`config.mk`:
```
export PLATFORM = sky130hd
export DESIGN_NAME = uart_tx
export DESIGN_NICKNAME = d
export VERILOG_FILES = /design/src/rtl/mspu_uart_pkg.sv /design/src/rtl/uart_tx_sync_fifo.sv /design/src/rtl/uart_tx.sv
export SDC_FILE = /design/constraint.sdc
export NUM_CORES = 1
export LEC_CHECK = 0
export CORE_ASPECT_RATIO = 1.5
export CORE_MARGIN = 1.5
export CORE_UTILIZATION = 53
export CTS_BUF_LIST = sky130_fd_sc_hd__clkbuf_8 sky130_fd_sc_hd__clkbuf_16
export CTS_CLUSTER_SIZE = 10
export DETAILED_ROUTE_END_ITERATION = 10
export PLACE_DENSITY = 0.75
export RECOVER_POWER = 100
export SLEW_MARGIN = 0
export SYNTH_ARGS = -nofsm -noshare
export SYNTH_HDL_FRONTEND = slang
export SYNTH_SLANG_ARGS = --single-unit
```
`constraint.sdc`:
```
create_clock -name clk -period 2.6 [get_ports clk]
set_clock_uncertainty 0.05 [all_clocks]
set_input_delay 0.26 -clock clk [delete_from_list [all_inputs] [get_ports clk]]
set_output_delay 0.26 -clock clk [all_outputs]
set_load 0.01 [all_outputs]
```
`src/rtl/mspu_uart_pkg.sv`:
```
// Shared types and constants for the memory-mapped UART transmit path.
package mspu_uart_pkg;

  typedef enum logic [1:0] {IDLE, START, DATA, STOP} uart_tx_state_t;

  localparam logic [31:0] UART_ADDR        = 32'h1000_0000;
  localparam int unsigned UART_DEFAULT_DIV = 868;

endpackage

```
`src/rtl/uart_tx_sync_fifo.sv`:
```
// First-word-fall-through synchronous FIFO; pointers carry one wrap bit
// to tell full from empty.
module sync_fifo #(
  parameter int unsigned WIDTH = 8,
  parameter int unsigned AW    = 4
) (
  input  logic             clk,
  input  logic             reset,
  input  logic             push,
  input  logic [WIDTH-1:0] din,
  input  logic             pop,
  output logic [WIDTH-1:0] dout,
  output logic             empty,
  output logic             full
);

  localparam int unsigned DEPTH = 1 << AW;

  logic [WIDTH-1:0] mem [DEPTH];
  logic [AW:0]      wptr;
  logic [AW:0]      rptr;
  logic             do_push;
  logic             do_pop;

  assign empty   = (wptr == rptr);
  assign full    = (wptr[AW] != rptr[AW]) && (wptr[AW-1:0] == rptr[AW-1:0]);
  assign do_pop  = pop && !empty;
  // A pop on the same edge frees the slot the push lands in.
  assign do_push = push && (!full || do_pop);
  assign dout    = mem[rptr[AW-1:0]];

  always_ff @(posedge clk or negedge reset) begin
    if (!reset) begin
      wptr <= '0;
      rptr <= '0;
    end else begin
      if (do_push) wptr <= wptr + (AW+1)'(1);
      if (do_pop)  rptr <= rptr + (AW+1)'(1);
    end
  end

  always_ff @(posedge clk) begin
    if (do_push) mem[wptr[AW-1:0]] <= din;
  end

endmodule

```
`src/rtl/uart_tx.sv`:
```
// 8N1 LSB-first UART transmitter fed by single-cycle byte writes through a
// small FIFO; back-to-back frames are sent without idle gaps.
module uart_tx
  import mspu_uart_pkg::*;
#(
  parameter int unsigned CLK_DIV = UART_DEFAULT_DIV,
  parameter int unsigned FIFO_AW = 4
) (
  input  logic        clk,
  input  logic        reset,
  input  logic [31:0] din,
  input  logic        we,
  output logic        txd,
  output logic        busy,
  output logic        fifo_full,
  output logic        overflow
);

  localparam int unsigned   BW        = $clog2(CLK_DIV);
  localparam logic [BW-1:0] BAUD_LAST = BW'(CLK_DIV - 1);

  uart_tx_state_t state, state_nxt;
  logic [BW-1:0]  baud_cnt, baud_nxt;
  logic [2:0]     bit_idx, bit_nxt;
  logic [7:0]     shift, shift_nxt;
  logic           baud_wrap;
  logic           pop;
  logic           fifo_empty;
  logic [7:0]     fifo_dout;
  logic           unused_din;

  assign unused_din = ^din[31:8];

  sync_fifo #(
    .WIDTH (8),
    .AW    (FIFO_AW)
  ) u_fifo (
    .clk   (clk),
    .reset (reset),
    .push  (we),
    .din   (din[7:0]),
    .pop   (pop),
    .dout  (fifo_dout),
    .empty (fifo_empty),
    .full  (fifo_full)
  );

  assign baud_wrap = (baud_cnt == BAUD_LAST);
  assign busy      = (state != IDLE) || !fifo_empty;

  always_comb begin
    state_nxt = state;
    baud_nxt  = baud_wrap ? '0 : baud_cnt + BW'(1);
    bit_nxt   = bit_idx;
    shift_nxt = shift;
    pop       = 1'b0;
    case (state)
      IDLE: begin
        baud_nxt = '0;
        if (!fifo_empty) begin
          pop       = 1'b1;
          shift_nxt = fifo_dout;
          bit_nxt   = '0;
          state_nxt = START;
        end
      end
      START: begin
        if (baud_wrap) state_nxt = DATA;
      end
      DATA: begin
        if (baud_wrap) begin
          shift_nxt = {1'b0, shift[7:1]};
          bit_nxt   = bit_idx + 3'd1;
          if (bit_idx == 3'd7) state_nxt = STOP;
        end
      end
      STOP: begin
        // Chain straight into the next start bit when more data is queued.
        if (baud_wrap) begin
          if (!fifo_empty) begin
            pop       = 1'b1;
            shift_nxt = fifo_dout;
            bit_nxt   = '0;
            state_nxt = START;
          end else begin
            state_nxt = IDLE;
          end
        end
      end
      default: state_nxt = IDLE;
    endcase
  end

  always_comb begin
    txd = 1'b1;
    case (state)
      START:   txd = 1'b0;
      DATA:    txd = shift[0];
      default: txd = 1'b1;
    endcase
  end

  always_ff @(posedge clk or negedge reset) begin
    if (!reset) begin
      state    <= IDLE;
      baud_cnt <= '0;
      bit_idx  <= '0;
      shift    <= '0;
      overflow <= 1'b0;
    end else begin
      state    <= state_nxt;
      baud_cnt <= baud_nxt;
      bit_idx  <= bit_nxt;
      shift    <= shift_nxt;
      if (we && fifo_full && !pop) overflow <= 1'b1;
    end
  end

endmodule

```
==> impl_results.md, run 1 <==
- Antenna Diode Count: 0
- Chip width: about 95 µm
- Final total power: 0.00636 W
- Largest buffer count on any clock path: 2
- Number of antenna-violating nets in the routed design: 0
- Capture endpoint of the worst hold path: overflow$_DFFE_PN0P_
- Kind of start point of the critical path: flip-flop
- Number of enable flip-flop cells after synthesis: around 130
- Buffer type at the clock tree root: sky130_fd_sc_hd__clkbuf_16
- Detailed-router iteration count before antenna repair: 4
- Number of clock sinks seen by CTS: between 150 and 200
- Filler cell count in the final layout: 861
- Fraction of layout cells with a size suffix above 1: 0.236
- Via count: around 3,500
- Critical Path, Cell by Cell: inv_1 > ha_1 > nand2b_1 > nor4_4 > o41a_1 > clkbuf_2 > and3_1 > buf_12
- Share of the clock period used by the worst path: 0.960
- Largest area contributor in the synthesized netlist: sky130_fd_sc_hd__edfxtp_1
- Normalized max-slew margin: -0.260
- Average via count per standard cell: 5.92
- Maximum vdd ir drop: around 630 µV
- Static Leak: about 2.9 nW
- Maximum fanout count along the critical path: 8
- Post-synthesis area per instance: around 18 µm²
- Placed wire-length estimate: roughly 8400 µm
- Initial core utilization: 0.541
- Max Clock Freq: 0.401 GHz
- Number of buffers inserted by port buffering: 14
- Violated checks: capacitance limit, slew limit
- Number of global-route vias before repair: 3,596
- Maximum capacitance violations: 1
- CTS buffer count: 17
- Final wirelength: around 13,000 µm
- FP Rows: 50
- Largest net degree at the start of global routing: 36
- Setup total negative slack: 0 ps
- Cell depth of the worst flop-to-flop path: 8
- Initial DRC Count: between 200 and 250
- Final standard cell utilization of the core: 0.634
- Async set-reset flop share out of synthesis: 0.210
- Share of the synthesized area in the top cell type: 0.571
- Number of nets at the end of the flow: 475
- Worst hold slack: between 300 and 400 ps
- Synthesized Nets: around 430
- First-pass GRT wire length: 20,100 µm
- Die span in y: roughly 140 µm
- Post-synthesis cell count: about 380
- Core footprint: approximately 12,000 µm²
- Clock-pin slew on the worst setup and hold paths: about 60 ps
- Launch instance of the worst register-to-register path: state[0]$_DFFE_PN0P_
- Outcome: complete, but fails checks
- Required time of the worst setup path: about 2700 ps
- Flip-flop cell with the highest count after synthesis: sky130_fd_sc_hd__edfxtp_1
- P per Cell Area: approximately 810 nW/µm²
- Clock network latency to the later pin of the worst-skew pair: about 420 ps
- Count of different cell masters after synthesis: 46
- Number of pins with negative max-slew slack in the final report: 35
- Synthesis warning total: 0
- Synthesis-stage register bit count: roughly 160
- Placer's final routability congestion estimate: 0.810
- Tightest Pin Transition: between 1500 and 2000 ps
- Die outline area: approximately 13,000 µm²
- Kind of end point of the critical path: flip-flop
- Endpoint of the worst-slack reg-to-reg timing path: u_fifo.mem[6][6]$_DFFE_PP_
- Slowest CP cell: sky130_fd_sc_hd__dfrtp_1
- Maximum level of the CTS H-tree: 4
- Sequential element share of the synthesized area: 0.697
- Final-report setup violation count: 0
- Min cycle time layout: between 2000 and 2500 ps
- Worst setup path category: reg -> reg
- Arrival @ worst endpoint: ~2600 ps
- Antenna violations before repair: 0
- DRC violations left: 0
- Setup slack, reg-to-reg: 100 ps
- Worst hold path stage count: 3
- Worst hold start: we
- CTS tree: done
- Hold violation total from the final report: 0
- Post-CTS Hold Fix Bufs: 0
- Leftover overflow at the end of global routing: 0
- Growth of design area from synthesis to finish: 17.3%
- Hold Crit Class: in -> reg
- Avg WL per Cell: roughly 22 µm
- Global Route Usage Sum: 0.212
- Mapped cell area: a little under 7000 µm²
- Number of ports placed on the die boundary: 39
- Cells taking the most area after synthesis: sky130_fd_sc_hd__edfxtp_1, sky130_fd_sc_hd__dfrtp_1, sky130_fd_sc_hd__mux4_2
- Highest cell delay on the worst timing path: about 420 ps
[metrics by stage]
stage          area [µm²]  setup WS, ps  std cells
2_1_floorplan        6740           148        379
3_3_place_gp         7290           212        559
3_5_place_dp         7290           109        559
4_1_cts              7890          77.0        591
5_1_grt              7900         -3.98        597
6_report             7900           104        597
[cell families after synthesis]
| family | Yosys count | synth area share |
|---|---|---|
| AO/OA/AOI/OAI | 45 | 0.0585 |
| XOR/XNOR | 22 | 0.0286 |
| adder cells (fa/ha/maj) | 12 | 0.0223 |
| buffers and inverters | 25 | 0.0171 |
| flip-flops | 162 | 0.697 |
| multiplexers | 36 | 0.114 |
| AND/OR/NAND/NOR | 77 | 0.0626 |
[cells in the mapped netlist (2+ instances only)]
cell,n
sky130_fd_sc_hd__xnor2_1,13
sky130_fd_sc_hd__o21ai_0,4
sky130_fd_sc_hd__a221o_1,6
sky130_fd_sc_hd__a211o_1,2
sky130_fd_sc_hd__nor2b_1,6
sky130_fd_sc_hd__nand2_1,11
sky130_fd_sc_hd__a22oi_1,14
sky130_fd_sc_hd__and3_1,8
sky130_fd_sc_hd__nand2b_1,4
sky130_fd_sc_hd__nor3_1,3
sky130_fd_sc_hd__a21oi_1,2
sky130_fd_sc_hd__inv_1,5
sky130_fd_sc_hd__nand3_1,8
sky130_fd_sc_hd__dfrtp_1,34
sky130_fd_sc_hd__buf_2,5
sky130_fd_sc_hd__nor2_1,20
sky130_fd_sc_hd__a22o_1,2
sky130_fd_sc_hd__clkbuf_1,12
sky130_fd_sc_hd__buf_4,2
sky130_fd_sc_hd__xor2_1,9
sky130_fd_sc_hd__mux4_2,32
sky130_fd_sc_hd__and2_1,4
sky130_fd_sc_hd__mux2_2,3
sky130_fd_sc_hd__a211oi_1,6
sky130_fd_sc_hd__and4_1,2
sky130_fd_sc_hd__nand4_1,4
sky130_fd_sc_hd__edfxtp_1,128
sky130_fd_sc_hd__ha_1,12
[critical path: cells and delay by family, from the launching register on]
kind            cells  cell delay, ps
simple gates        3             630
buf+inv             3             460
flops               1             420
fa+ha+maj           1             340
compound gates      1             310
[placed cells by master, fill, tap and decap left out, types with 5 or more instances in the layout]
cell type                         n
sky130_fd_sc_hd__a211oi_1         6
sky130_fd_sc_hd__a221o_1          6
sky130_fd_sc_hd__a22oi_1         14
sky130_fd_sc_hd__and3_1           8
sky130_fd_sc_hd__buf_12           7
sky130_fd_sc_hd__buf_4           11
sky130_fd_sc_hd__clkbuf_1         6
sky130_fd_sc_hd__clkbuf_16       17
sky130_fd_sc_hd__clkbuf_2         7
sky130_fd_sc_hd__dfrtp_1         33
sky130_fd_sc_hd__dlygate4sd3_1   10
sky130_fd_sc_hd__edfxtp_1       128
sky130_fd_sc_hd__ha_1            12
sky130_fd_sc_hd__inv_1            6
sky130_fd_sc_hd__mux4_2          32
sky130_fd_sc_hd__nand2_1         11
sky130_fd_sc_hd__nand3_1          8
sky130_fd_sc_hd__nand4_1          5
sky130_fd_sc_hd__nor2_1          20
sky130_fd_sc_hd__nor2b_1          6
sky130_fd_sc_hd__xnor2_1         13
sky130_fd_sc_hd__xor2_1           9
[flip-flops by register name, indices dropped and copies added (netlist names)]
signal       count
shift            8
bit_idx          3
u_fifo.rptr      5
overflow         1
state            2
u_fifo.wptr      5
baud_cnt        10
u_fifo.mem     128
[layout make-up]
| class | count | area, µm² | share of cell area |
|---|---|---|---|
| timing repair buffer | 50 | 455 | 0.0577 |
| inverter | 5 | 18.8 | 0.00238 |
| multi-input combinational | 192 | 1930 | 0.245 |
| tap | 156 | 195 | 0.0247 |
| clock inverter | 15 | 173 | 0.0219 |
| sequential | 162 | 4700 | 0.595 |
| clock buffer | 17 | 425 | 0.0539 |
[how the worst max path moves through the flow]
| stage | end | slack (ps) | start | cells past startpoint |
|---|---|---|---|---|
| floorplan | u_fifo.mem[9][0]$_DFFE_PP_ | 150 | baud_cnt[0]$_DFF_PN0_ | 7 |
| global placement | u_fifo.mem[7][4]$_DFFE_PP_ | 210 | state[0]$_DFFE_PN0P_ | 8 |
| detailed placement | u_fifo.mem[2][4]$_DFFE_PP_ | 110 | state[0]$_DFFE_PN0P_ | 8 |
| CTS | u_fifo.mem[6][6]$_DFFE_PP_ | 80 | state[0]$_DFFE_PN0P_ | 8 |
| global route | u_fifo.mem[6][6]$_DFFE_PP_ | -4 | state[0]$_DFFE_PN0P_ | 8 |
| finish | u_fifo.mem[6][6]$_DFFE_PP_ | 100 | state[0]$_DFFE_PN0P_ | 8 |
[repair_timing]
item                       in CTS  in global routing
resized for setup               0                  3
setup endpoints to repair       0                 77
setup buffers                   0                  6
[metal layers]
metal	vias to the layer above	share of wire	routed length, µm	track usage
li1	1609	-	-	-
met1	1835	0.40	5180	0.260
met2	75	0.54	7040	0.362
met3	18	0.036	461	0.0475
met4	0	0.021	274	0.0825
met5	-	0	0	0
[where the power goes]
group	leakage, nW	internal, W	switching (W)
clock network	0.293	0.00145	0.00107
logic	0.987	0.000300	0.000407
registers	1.58	0.00305	0.0000921
total	2.86	0.00480	0.00157
Note: power is estimated with default switching activity, not from simulation.
==> run 2, diff against run 1 <==
--- a/config.mk
+++ b/config.mk
@@ -5,13 +5,14 @@
 export SDC_FILE = /design/constraint.sdc
 export NUM_CORES = 1
 export LEC_CHECK = 0
+export ABC_AREA = 1
 export CORE_ASPECT_RATIO = 1.5
 export CORE_MARGIN = 1.5
-export CORE_UTILIZATION = 53
+export CORE_UTILIZATION = 54
 export CTS_BUF_LIST = sky130_fd_sc_hd__clkbuf_8 sky130_fd_sc_hd__clkbuf_16
-export CTS_CLUSTER_SIZE = 10
+export CTS_CLUSTER_SIZE = 30
 export DETAILED_ROUTE_END_ITERATION = 10
-export PLACE_DENSITY = 0.75
+export PLACE_DENSITY = 0.76
 export RECOVER_POWER = 100
 export SLEW_MARGIN = 0
 export SYNTH_ARGS = -nofsm -noshare
==> run 2 against run 1 <==
Net effect:
- the flow still finishes with violations (capacitance limit, slew limit)
- sequential share of layout area down 0.65 points
- total power increased by 37%
- hold slack better by 35 ps
- combinational power grew to 4.4 times the previous value
- via count up 37%
- die area rose by 3.7%
- critical path type is now reg -> out
- largest cell class unchanged
- largest power group unchanged
==> impl_results.md, run 2 <==
- Outcome: complete, but fails checks
- Violated checks: capacitance limit, slew limit
- Global Route Usage Sum: 0.227
- Via count: between 4,000 and 5,000
- Most used standard cell by instance count after synthesis: sky130_fd_sc_hd__nor2_1
- Synthesis warning total: 0
- Largest family of logic cells by synthesized area: simple AND/OR/NAND/NOR gates
- Largest net degree at the start of global routing: 59
- Number of gates resized after CTS: 0
- Arrival @ worst endpoint: ~2200 ps
- Setup total negative slack: 0 ps
- Growth of design area from synthesis to finish: 12.2%
- Setup slack, reg-to-reg: 290 ps
- Leftover overflow at the end of global routing: 0
- Maximum fanout count along the critical path: 9
- Tightest Pin Transition: between 1500 and 2000 ps
- Normalized max-slew margin: -0.253
- Required time of the worst setup path: between 2000 and 2500 ps
- Number of antenna-violating nets in the routed design: 0
- Filler cell count in the final layout: 988
- Critical Path, Cell by Cell: inv_1 > ha_2 > or2_2 > nand2_1 > dlygate4sd3_1
- Area of the multi-input gates: 2150 µm²
- Sequential element share of the synthesized area: 0.660
- Worst Path Buf+Inv: 2
- Async set-reset flop share out of synthesis: 0.210
- Post-CTS Hold Fix Bufs: 0
- Cells taking the most area after synthesis: sky130_fd_sc_hd__edfxtp_1, sky130_fd_sc_hd__dfrtp_1, sky130_fd_sc_hd__nor2_1
- Number of enable flip-flop cells after synthesis: approximately 130
- Average via count per standard cell: between 5 and 6
- P per Cell Area: roughly 1100 nW/µm²
- FP Rows: between 50 and 60
- Share of the clock period used by the worst path: 0.953
- Post-synthesis area per instance: about 11 µm²
- Placed wire-length estimate: roughly 9900 µm
- Largest area contributor in the synthesized netlist: sky130_fd_sc_hd__edfxtp_1
- Clock-pin slew on the worst setup and hold paths: about 70 ps
- Core footprint: about 13,000 µm²
- Maximum vdd ir drop: approximately 520 µV
- Post-synthesis compound-gate area fraction: 0.0793
- Fraction of layout cells with a size suffix above 1: 0.106
- Worst setup path category: reg -> out
- Worst hold slack: between 400 and 500 ps
- Post-synthesis share of cell area spent on xor and xnor gates: 0.0135
- Family of cells with the greatest summed delay on the critical path: buffers and inverters
- Kind of end point of the critical path: output port
- Number of pins with negative max-slew slack in the final report: 35
- Hold violation total from the final report: 0
- Slowest CP cell: sky130_fd_sc_hd__dlygate4sd3_1
- First-pass GRT wire length: around 24,000 µm
- Kind of start point of the critical path: flip-flop
- CTS tree: done
- Antenna violations before repair: 0
- Internal power: about 0.0054 W
- Clock network latency to the later pin of the worst-skew pair: between 400 and 500 ps
- Highest cell delay on the worst timing path: 600 ps
- Maximum capacitance violations: 1
- Chip width: 96.7 µm
- Max Clock Freq: around 0.40 GHz
- CTS buffer count: 17
- DRC violations left: 0
- Hold Crit Class: reg -> reg
- Share of total power in sequential cells: 0.388
- Number of buffers inserted by port buffering: 14
- Most frequent standard cell in the layout excluding fill and tap cells: sky130_fd_sc_hd__nor2_1
- Final Worst Setup Slack: 123 ps
- Post-synthesis cell count: between 600 and 700
- Final wirelength: ~15,000 µm
- Share of the synthesized area in the top cell type: 0.540
- Largest buffer count on any clock path: 2
- Number of nets at the end of the flow: between 700 and 800
- Number of clock sinks seen by CTS: 162
- Maximum level of the CTS H-tree: 4
- Final total power: around 0.0087 W
- Net switching fraction of the power: 0.384
- Adder-cell share of the synthesized area: 0.0211
- Initial core utilization: 0.550
- Min cycle time layout: about 2500 ps
- Combined flip-flop and latch cell area: 4700 µm²
- Die outline area: 13,900 µm²
- Number of ports placed on the die boundary: 39
- Die span in y: ~140 µm
- Antenna Diode Count: 0
- Setup repair after global routing missed its margin: false
- Most instantiated cells after synthesis: sky130_fd_sc_hd__nor2_1, sky130_fd_sc_hd__nand2_1, sky130_fd_sc_hd__edfxtp_1, sky130_fd_sc_hd__o21ai_0, sky130_fd_sc_hd__dfrtp_1
- Mapped cell area: just over 7000 µm²
- Placer's final routability congestion estimate: 0.927
- Buffer type at the clock tree root: sky130_fd_sc_hd__clkbuf_16
- Worst slack at placement: about 280 ps
- Detailed-router iteration count before antenna repair: 5
- Flip-flop cell with the highest count after synthesis: sky130_fd_sc_hd__edfxtp_1
- Post-layout instance area: ~8000 µm²
- Simple-gate portion of the synthesized area: 0.190
- Max FFs per register: between 100 and 150
- Initial DRC Count: 355
- Count of different cell masters after synthesis: 31
- Area after detailed placement: ~7500 µm²
- Clock network power share: 0.256
- Static Leak: between 3 and 4 nW
- Synthesis-stage register bit count: roughly 160
- Number of global-route vias before repair: slightly below 5,000
- Buffers inserted by post-CTS timing repair: 0
- Switching component of the power: 0.00335 W
- Final-report setup violation count: 0
- Proportion of synthesized area in mux cells: 0
- Avg WL per Cell: between 15 and 20 µm
- Synthesized Nets: around 720
- Gate power share: 0.357
- Commonest cells after routing, fill and taps aside: sky130_fd_sc_hd__nor2_1, sky130_fd_sc_hd__nand2_1, sky130_fd_sc_hd__edfxtp_1
## run 2: power groups by stage
| stage | Combinational, W | Clock [W] | Sequential (W) |
|---|---|---|---|
| after floorplan | 0.00230 | 0 | 0.00337 |
| after global placement | 0.00299 | 0 | 0.00341 |
| after detailed placement | 0.00313 | 0 | 0.00343 |
| after CTS | 0.00315 | 0.00228 | 0.00338 |
| after global routing | 0.00348 | 0.00239 | 0.00342 |
| final | 0.00311 | 0.00223 | 0.00339 |
## run 2: final timing paths
| check | start | to | cells past startpoint |
|---|---|---|---|
| max | state[0]$_DFFE_PN0P_ | txd | 5 |
| min | shift[6]$_DFFE_PN0P_ | shift[6]$_DFFE_PN0P_ | 2 |
| max reg2reg | u_fifo.rptr[3]$_DFFE_PN0P_ | u_fifo.mem[10][7]$_DFFE_PP_ | 10 |
| min reg2reg | shift[6]$_DFFE_PN0P_ | shift[6]$_DFFE_PN0P_ | 2 |
| max in group asynchronous | reset | u_fifo.rptr[0]$_DFFE_PN0P_ | 2 |
| min in group asynchronous | reset | baud_cnt[1]$_DFF_PN0_ | 2 |
## run 2: worst reg2reg max path: cells and delay by family (launching register included)
kind	cells	cell delay, ps
buffers and inverters	2	540
DFF	1	400
and+or+nand+nor	8	1020
## run 2: cells by family (layout without fill, tap and decap cells)
family / after synthesis / count (layout)
AOI/OAI and AO/OA: 101 / 101
buffers and inverters: 59 / 100
xor gates and xnor gates: 11 / 11
DFF: 162 / 162
adders and majority gates: 12 / 12
and+or+nand+nor: 329 / 329
## run 2: metrics by stage
stage                     std cells  utilization
final                           874        0.616
after global routing            874        0.616
after CTS                       874        0.619
after detailed placement        842        0.578
after global placement          842        0.578
after floorplan                 674            -
## run 2: layout make-up
cell class | count | share of cell area
Clock buffer | 17 | 0.0533
Clock inverter | 15 | 0.0135
Inverter | 30 | 0.0141
Multi-Input combinational cell | 453 | 0.270
Sequential cell | 162 | 0.588
Tap cell | 159 | 0.0249
Timing Repair Buffer | 38 | 0.0362
## run 2: layer usage
metal / up-vias / global-route usage / routed length (µm)
met2: 147 / 0.400 / 7810
met5: - / 0 / 0
met1: 2322 / 0.266 / 6010
li1: 2346 / - / -
met3: 31 / 0.0452 / 628
met4: 0 / 0.106 / 531
